### src/rtl/prog_loader_pkg.sv
// Shared definitions for the program loader: FSM states, word geometry and byte lanes.
// Latency: n/a (types and constants only).
// Backpressure: n/a.
//
// Byte lanes follow the instruction layout {opcode[7:0], operand[15:0]}; the stream
// delivers the opcode byte first, then the operand high byte, then the operand low byte.
package prog_loader_pkg;

  localparam int BYTES_PER_WORD = 3;
  localparam int WORD_BITS      = BYTES_PER_WORD * 8;

  // Bit position of each stream byte inside the assembled word.
  localparam int OPCODE_LSB     = 16;  // byte0 -> word[23:16]
  localparam int OPERAND_HI_LSB = 8;   // byte1 -> word[15:8]
  localparam int OPERAND_LO_LSB = 0;   // byte2 -> word[7:0]

  typedef enum logic [2:0] {
    ST_IDLE  = 3'd0,
    ST_RECV  = 3'd1,
    ST_WRITE = 3'd2,
    ST_CHK   = 3'd3,
    ST_DONE  = 3'd4
  } state_e;

endpackage

### src/rtl/prog_loader_asm.sv
// Packs three stream bytes (MSB first) into one instruction word using a 2-bit lane counter.
// Latency: a byte shifted in is visible on word the following cycle.
// Backpressure: none; the caller only asserts shift when a byte is actually accepted.
//
// Ports: clk, rst_n (sync, active low), clr (restart at byte0), shift (accept in_data),
//        in_data (stream byte), word (assembled word), full (this shift completes the word).
module prog_loader_asm
  import prog_loader_pkg::*;
(
  input  logic                 clk,
  input  logic                 rst_n,
  input  logic                 clr,
  input  logic                 shift,
  input  logic [7:0]           in_data,
  output logic [WORD_BITS-1:0] word,
  output logic                 full
);

  localparam logic [1:0] LAST_LANE = 2'(BYTES_PER_WORD - 1);

  logic [WORD_BITS-1:0] word_q, word_d;
  logic [1:0]           lane_q, lane_d;

  always_comb begin
    word_d = word_q;
    lane_d = lane_q;
    if (clr) begin
      word_d = '0;
      lane_d = '0;
    end else if (shift) begin
      case (lane_q)
        2'd0:    word_d[OPCODE_LSB +: 8]     = in_data;
        2'd1:    word_d[OPERAND_HI_LSB +: 8] = in_data;
        2'd2:    word_d[OPERAND_LO_LSB +: 8] = in_data;
        default: ;
      endcase
      lane_d = (lane_q == LAST_LANE) ? 2'd0 : lane_q + 2'd1;
    end
  end

  always_ff @(posedge clk) begin
    if (!rst_n) begin
      word_q <= '0;
      lane_q <= '0;
    end else begin
      word_q <= word_d;
      lane_q <= lane_d;
    end
  end

  assign word = word_q;
  // Combinational so the FSM can leave RECV on the same edge that captures byte2.
  assign full = shift && !clr && (lane_q == LAST_LANE);

endmodule

### src/rtl/prog_loader.sv
// Loads a byte stream into program memory as 24-bit words at consecutive addresses, holding the CPU in reset meanwhile.
// Latency: 3 accept cycles + 1 write cycle per word; done pulses the cycle after the last write (after CHK if enabled).
// Backpressure: in_ready is high only in RECV (and CHK); the stream must hold a byte until in_valid && in_ready.
//
// Optional feature macro: PROG_LOADER_CHECKSUM_EN (trailing checksum byte, err flag).
// Ports: clk, rst_n (sync, active low); start/base_addr/word_count request a load; abort cancels it;
//        in_data/in_valid/in_ready byte stream; mem_we/mem_addr/mem_wdata memory write port;
//        busy/cpu_hold load in progress; done completion pulse; err checksum mismatch (sticky).
module prog_loader
  import prog_loader_pkg::*;
#(
  parameter int RAM_WORD_WIDTH = WORD_BITS,
  parameter int RAM_ADDR_BITS  = 8
) (
  input  logic                      clk,
  input  logic                      rst_n,
  input  logic                      start,
  input  logic [RAM_ADDR_BITS-1:0]  base_addr,
  input  logic [RAM_ADDR_BITS:0]    word_count,
  input  logic                      abort,
  input  logic [7:0]                in_data,
  input  logic                      in_valid,
  output logic                      in_ready,
  output logic                      mem_we,
  output logic [RAM_ADDR_BITS-1:0]  mem_addr,
  output logic [RAM_WORD_WIDTH-1:0] mem_wdata,
  output logic                      busy,
  output logic                      cpu_hold,
  output logic                      done,
  output logic                      err
);

  localparam logic [RAM_ADDR_BITS-1:0] ADDR_ONE = 1;
  localparam logic [RAM_ADDR_BITS:0]   REM_ONE  = 1;

  state_e                    state_q, state_d;
  logic [RAM_ADDR_BITS-1:0]  addr_q, addr_d;
  logic [RAM_ADDR_BITS:0]    rem_q, rem_d;
  logic [RAM_ADDR_BITS-1:0]  mem_addr_q, mem_addr_d;
  logic [RAM_WORD_WIDTH-1:0] mem_wdata_q, mem_wdata_d;
`ifdef PROG_LOADER_CHECKSUM_EN
  logic [7:0]                sum_q, sum_d;
  logic                      err_q, err_d;
`endif

  logic                      asm_clr;
  logic                      asm_shift;
  logic [WORD_BITS-1:0]      asm_word;
  logic                      asm_full;

  prog_loader_asm u_asm (
    .clk     (clk),
    .rst_n   (rst_n),
    .clr     (asm_clr),
    .shift   (asm_shift),
    .in_data (in_data),
    .word    (asm_word),
    .full    (asm_full)
  );

  always_comb begin
    state_d     = state_q;
    addr_d      = addr_q;
    rem_d       = rem_q;
    mem_addr_d  = mem_addr_q;
    mem_wdata_d = mem_wdata_q;
    asm_clr     = 1'b0;
    asm_shift   = 1'b0;
`ifdef PROG_LOADER_CHECKSUM_EN
    sum_d       = sum_q;
    err_d       = err_q;
`endif

    case (state_q)
      ST_IDLE: begin
        if (start) begin
          asm_clr = 1'b1;
`ifdef PROG_LOADER_CHECKSUM_EN
          sum_d   = '0;
          err_d   = 1'b0;
`endif
          if (word_count != '0) begin
            addr_d  = base_addr;
            rem_d   = word_count;
            state_d = ST_RECV;
          end else begin
            state_d = ST_DONE;
          end
        end
      end

      ST_RECV: begin
        // Abort wins over a byte offered in the same cycle; the partial word is dropped.
        if (abort) begin
          asm_clr = 1'b1;
          state_d = ST_IDLE;
        end else if (in_valid) begin
          asm_shift = 1'b1;
`ifdef PROG_LOADER_CHECKSUM_EN
          sum_d     = sum_q + in_data;
`endif
          if (asm_full) begin
            state_d = ST_WRITE;
          end
        end
      end

      ST_WRITE: begin
        // Capture what is being written so the port holds it once we leave WRITE.
        mem_addr_d  = addr_q;
        mem_wdata_d = asm_word;
        addr_d      = addr_q + ADDR_ONE;
        rem_d       = rem_q - REM_ONE;
        if (abort) begin
          state_d = ST_IDLE;
        end else if (rem_q == REM_ONE) begin
`ifdef PROG_LOADER_CHECKSUM_EN
          state_d = ST_CHK;
`else
          state_d = ST_DONE;
`endif
        end else begin
          state_d = ST_RECV;
        end
      end

`ifdef PROG_LOADER_CHECKSUM_EN
      ST_CHK: begin
        if (abort) begin
          state_d = ST_IDLE;
        end else if (in_valid) begin
          err_d   = (in_data != sum_q);
          state_d = ST_DONE;
        end
      end
`endif

      ST_DONE: state_d = ST_IDLE;

      default: state_d = ST_IDLE;
    endcase
  end

  always_ff @(posedge clk) begin
    if (!rst_n) begin
      state_q     <= ST_IDLE;
      addr_q      <= '0;
      rem_q       <= '0;
      mem_addr_q  <= '0;
      mem_wdata_q <= '0;
`ifdef PROG_LOADER_CHECKSUM_EN
      sum_q       <= '0;
      err_q       <= 1'b0;
`endif
    end else begin
      state_q     <= state_d;
      addr_q      <= addr_d;
      rem_q       <= rem_d;
      mem_addr_q  <= mem_addr_d;
      mem_wdata_q <= mem_wdata_d;
`ifdef PROG_LOADER_CHECKSUM_EN
      sum_q       <= sum_d;
      err_q       <= err_d;
`endif
    end
  end

  assign mem_we    = (state_q == ST_WRITE);
  assign mem_addr  = mem_we ? addr_q : mem_addr_q;
  assign mem_wdata = mem_we ? asm_word : mem_wdata_q;
  assign in_ready  = (state_q == ST_RECV) || (state_q == ST_CHK);
  assign busy      = (state_q == ST_RECV) || (state_q == ST_WRITE) || (state_q == ST_CHK);
  assign cpu_hold  = busy;
  assign done      = (state_q == ST_DONE);
`ifdef PROG_LOADER_CHECKSUM_EN
  assign err       = err_q;
`else
  assign err       = 1'b0;
`endif

endmodule

### config.mk
export PLATFORM = sky130hd
export DESIGN_NAME = prog_loader
export DESIGN_NICKNAME = d
export VERILOG_FILES = /design/src/rtl/prog_loader_pkg.sv /design/src/rtl/prog_loader_asm.sv /design/src/rtl/prog_loader.sv
export SDC_FILE = /design/constraint.sdc
export NUM_CORES = 1
export LEC_CHECK = 0
export ABC_AREA = 1
export CAP_MARGIN = 20
export CORE_MARGIN = 3
export CORE_UTILIZATION = 35
export CTS_BUF_LIST = sky130_fd_sc_hd__clkbuf_4 sky130_fd_sc_hd__clkbuf_8 sky130_fd_sc_hd__clkbuf_16
export DETAILED_ROUTE_END_ITERATION = 8
export GPL_TIMING_DRIVEN = 0
export SETUP_SLACK_MARGIN = 0.02
export SLEW_MARGIN = 20
export SYNTH_ARGS = -nofsm -noshare
export SYNTH_HDL_FRONTEND = slang
export SYNTH_HIERARCHICAL = 1
export SYNTH_SLANG_ARGS = --single-unit
### constraint.sdc
create_clock -name clk -period 5.3 [get_ports clk]
set_input_delay 1.325 -clock clk [delete_from_list [all_inputs] [get_ports clk]]
set_output_delay 1.325 -clock clk [all_outputs]
set_load 0.1 [all_outputs]
Word level (Yosys, flattened, before mapping)
Cells that the tools add are included.

Bits in registers: 78. Input port bits: 30. Output and inout port bits: 38.

$add $sub $neg: 3. Equality and inequality tests: 11. Mux-type cells: 23. Bitwise logic cells: 1. Reduce and logical (&&, ||, !) cells: 16.

Operators by type and width (count): 24-bit 2-to-1 mux (1); 8-bit 2-to-1 mux (3); 3-bit 2-to-1 mux (7); 9-bit 2-to-1 mux (2); 9-bit case mux with 2 select lines (1); 8-bit case mux with 2 select lines (1); 9-bit by 1-bit equality test with 1-bit output (second input constant) (1); 3-bit case mux with 3 select lines (1); 9-bit nonzero test (1); 9-bit by 1-bit subtractor with 9-bit output (second input constant) (1); 8-bit by 1-bit adder with 8-bit output (second input constant) (1); 3-bit by 2-bit equality test with 1-bit output (second input constant) (2); 3-bit inequality test (second input constant) (2); 2-bit AND reduction (3); 3-bit AND reduction (2); 1-bit 2-to-1 mux (5); 2-bit inequality test (second input constant) (2); 3-bit by 1-bit equality test with 1-bit output (second input constant) (1); 3-bit equality test (second input constant) (1); 3-bit zero test (1); 1-bit logical OR (3); 2-bit by 1-bit adder with 2-bit output (second input constant) (1); 2-bit by 1-bit equality test with 1-bit output (second input constant) (1); 2-bit equality test (second input constant) (1); 8 further kinds (9).

Logic depth before layout (Yosys ltp)
Gate-level depths: netlist (run 1).

Word-level depth: 9. Depth in mapped cells: 12. Gate-level depth less buffers: 10.

Hierarchy
Netlist (run 1), hierarchy kept.

By module, submodules not included: prog_loader (instances 1, cells an instance 432, area an instance 3016.6 um^2); prog_loader_asm (instances 1, cells an instance 168, area an instance 1132.3 um^2).

Worst setup path after synthesis (run 1)
Ideal clock, no wire load.

Kind: reg-to-output. Start: register state_q[2]. End: output port mem_addr[1]. Data arrival time: 2.693 ns. Slack: 1.282 ns. Cell stages (with the launch flop): 7. Buffers on the path: 2. Cell sequence: dfxtp_1 > inv_2 > nand3_2 > inv_2 > buf_2 > buf_2 > a21oi_1.

Longest elaborated chain between the ends: 2.

RTL lines: start, declared (RTL line prog_loader.sv:36) `state_e state_q, state_d;`; start signal, assigned (RTL line prog_loader.sv:156) `state_q <= state_d;`; 3-bit by 2-bit equality test with 1-bit output (RTL line prog_loader.sv:168) `assign mem_we = (state_q == ST_WRITE);`; net mem_we (RTL line prog_loader.sv:24) `output logic mem_we,`; 8-bit 2-to-1 mux; end, declared (RTL line prog_loader.sv:25) `output logic [RAM_ADDR_BITS-1:0] mem_addr,`.

The timed path passes the listed nets, and every way through them passes these cells.

Worst setup path after layout (run 1)
Start: register state_q[2]. End: output port mem_wdata[21].

Longest elaborated chain between the ends: 2.

RTL lines: 3-bit by 2-bit equality test with 1-bit output (RTL line prog_loader.sv:168); 24-bit 2-to-1 mux; end, declared (RTL line prog_loader.sv:26) `output logic [RAM_WORD_WIDTH-1:0] mem_wdata,`.

Every way passes these cells.

==> metrics.yaml, run 1 <==
hold_viol: 0
yosysUniqueCellTypes: 32
cts_tree: "yes"
multi_input_area_um2: 1956
cp.arrival_ps: 2910
cp-end-kind: "output port"
hold_class: "reg -> reg"
hold_slack_ps: 471.4
clk_pin_slew_ps: 60
clk_latency_ps: 330
routed_via_density: 4.684
fin_crit_ps: 4239
finalNonFillerCells: 825
n_antenna_cell: 0
synth_ff_type: "dfxtp_1"
syn_avg_cell_area_um2: 6.915
crit_type: "reg -> out"
synth_top_area_cell: "dfxtp_1"
worstSetupStartpoint: "state_q[2]$_SDFFE_PN0P_"
dpl_cell_area_um2: 4989
avgRoutedWirePerCell_um: 12.99
cts_inserted_buffers: 9
fillers: 1201
area_growth_syn_to_layout_pct: 28.29
die_x_um: 114.9
holdBufCountCts: 0
seq_area_um2: 1562
synth.area.top_cells: "dfxtp_1 (38%), inv_1 (10%), nand2_1 (9.5%)"
drc_errors: 0
firstDrtPassIters: 5
root_buffer: "clkbuf_16"
crit_chain: "inv_2, nand3_2, inv_2, buf_2, buf_2, a21oi_1, clkdlybuf4s50_1"
rsz0062_at_grt: "no"
critPathCapture: "mem_wdata[21]"
synth_cells: 600
die_area_um2: 13200
slowest_stage: "clkdlybuf4s50_1"
dp_hpwl_um: 7891
antenna_found_initial: 0
drt_iter0_drc: 259
core_area_um2: 11520
grt_first_pass_wirelength_um: 17790
yosysMostFrequentCell: "inv_1"
design_area_um2: 5323
ir_drop_v: 0.0001551
max_stage_delay_ps: 1160
timing.fmax_mhz: 235.9
p_leak_nw: 2.325
wl_um: 10710
cts-resized-gates: 0
dp_cells: 809
ff2ff_path_depth: 12
min_path_cells: 2
critical_path_peak_fanout: 10
worstMarginPinSlew_ps: 1011
slew_headroom_pct: 32.41
cts_buffer_depth: 2
place.gp.congestion: 0.8549
via_count: 3864
htreeDepth: 3
r2r-start: "state_q[0]$_SDFFE_PN0P_"
synth_nets: 633
postCtsSetupRepairBufs: 0
track_usage_pct: 16.63
synth-edff-count: 0
async_flop_share_pct: 0
port_buffers: 66
grt_pass1_vias: 3739
tns_ps: 0
status: "completed"
yosysTopAreaCellShare_pct: 37.64
setup_violations: 0
r2r-end: "state_q[0]$_SDFFE_PN0P_"
synth_area_um2: 4149
fin_util_pct: 46.22
ys_seq_area_share_pct: 37.64
layout-drive-gt1-share_pct: 14.66
synth-seq-cells: 78
ys_warn_count: 6
p_per_area_nw_per_um2: 323.6
postRouteAntennaNets: 0
required_ps: 3970
r2r_slack_ps: 3170
grt_remaining_overflow: 0
cts.sinks: 78
cp-start-kind: "flip-flop"
initial_core_util_pct: 36.03
finalNetCount: 710
fin_crit_sh_pct: 79.97
maxSlewViolCount: 0
fp-row-count: 39
grt_max_degree: 14
cap_violations: 0
synthTopCellsByCount: "inv_1 (114), nand2_1 (105), nor2_1 (79)"
fin_worst_skew_ps: 7.879
fp.dieH_um: 114.9
io_pins: 68
report_power, final:
part           switching [mW]  total, mW  internal, mW
sequential             0.0180      0.631         0.613
clock                   0.243      0.681         0.438
combinational           0.292      0.411         0.119
total                   0.553       1.72          1.17
stage by stage:
stage | power, mW | setup WS (ps)
final | 1.722 | 1061
after global routing | 1.799 | 883.8
after global placement | 1.047 | 1399
after detailed placement | 1.053 | 1372
after CTS | 1.738 | 1021
after floorplan | 0.9442 | 1282
sequential cells by signal, summed over array words and instances, names as in the netlist:
name          cells
state_q           3
rem_q             9
u_asm/word       24
mem_addr_q        8
addr_q            8
u_asm/lane_q      2
mem_wdata_q      24
layout by cell type (no fill, tap or decap):
master / count
a211oi_1: 10
a211oi_2: 21
a21oi_1: 55
buf_1: 1
buf_2: 13
buf_4: 6
buf_6: 5
bufinv_16: 2
clkbuf_1: 4
clkbuf_16: 9
clkbuf_8: 2
clkdlybuf4s50_1: 66
clkinv_1: 1
clkinv_2: 1
clkinv_4: 1
clkinvlp_4: 1
conb_1: 1
dfxtp_1: 78
ha_1: 3
inv_1: 114
inv_2: 4
nand2_1: 105
nand2_4: 1
nand3_1: 25
nand3_2: 2
nand3_4: 2
nand4_1: 4
nor2_1: 79
nor2_2: 3
nor2_4: 2
nor3_1: 3
nor3_2: 1
nor3b_1: 1
nor4_1: 1
o211ai_1: 1
o21ai_0: 15
o21ai_1: 10
or2_0: 5
or2_2: 24
final cells by class:
class                      instances  share of cell area [%]
multi-input combinational        374                   36.74
inverter                         119                   8.392
tap                              143                   3.362
clock inverter                     5                   1.528
sequential                        78                   29.34
timing repair buffer              66                   12.41
clock buffer                      11                   4.748
buffer                            29                   3.479
worst min path at each step:
stage / slack (ps) / startpoint / end
after floorplan: 440 / mem_addr_q[0]$_SDFF_PN0_ / mem_addr_q[0]$_SDFF_PN0_
after global placement: 450 / mem_addr_q[0]$_SDFF_PN0_ / mem_addr_q[0]$_SDFF_PN0_
after detailed placement: 460 / mem_addr_q[0]$_SDFF_PN0_ / mem_addr_q[0]$_SDFF_PN0_
after CTS: 470 / mem_addr_q[0]$_SDFF_PN0_ / mem_addr_q[0]$_SDFF_PN0_
after global routing: 490 / mem_addr_q[0]$_SDFF_PN0_ / mem_addr_q[0]$_SDFF_PN0_
final: 470 / mem_addr_q[6]$_SDFF_PN0_ / mem_addr_q[6]$_SDFF_PN0_
logic make-up after synthesis:
family	count (synthesis)	share of synthesized area [%]
adder cells (fa/ha/maj)	3	0.9048
other	1	0.09038
AND/OR/NAND/NOR	258	28.17
AO/OA/AOI/OAI	112	17.97
flip-flops	78	37.64
buffers and inverters	148	15.23
routing by layer:
layer / GRT usage [%] / part of all wire [%]
met5: 0 / 0
met3: 4.053 / 5.0
met4: 2.582 / 0.21
met1: 21.76 / 47
met2: 28.36 / 48
worst max-delay path: cells and delay by family (launching register included):
family | cells | cell delay, ps
flip-flops | 1 | 430
AO/OA/AOI/OAI | 1 | 210
AND/OR/NAND/NOR | 1 | 150
buffers and inverters | 5 | 1790
No activity file was read; power rests on OpenSTA's default activity.
==> run 2, diff against run 1 <==
clock period = 4.15 ns   (was 5.3 ns; I/O delays follow)
==> results of run 2 <==
Same layout as run 1 (identical final DEF). Status: completed.
Among the figures that moved: setup slack after placement 1372 ps -> 510.0 ps; setup slack after layout 1061 ps -> 198.8 ps; register-to-register setup slack 3170 ps -> 2020 ps; total power 1.722 mW -> 2.200 mW; worst IR drop on VDD 0.0001551 V -> 0.0001981 V
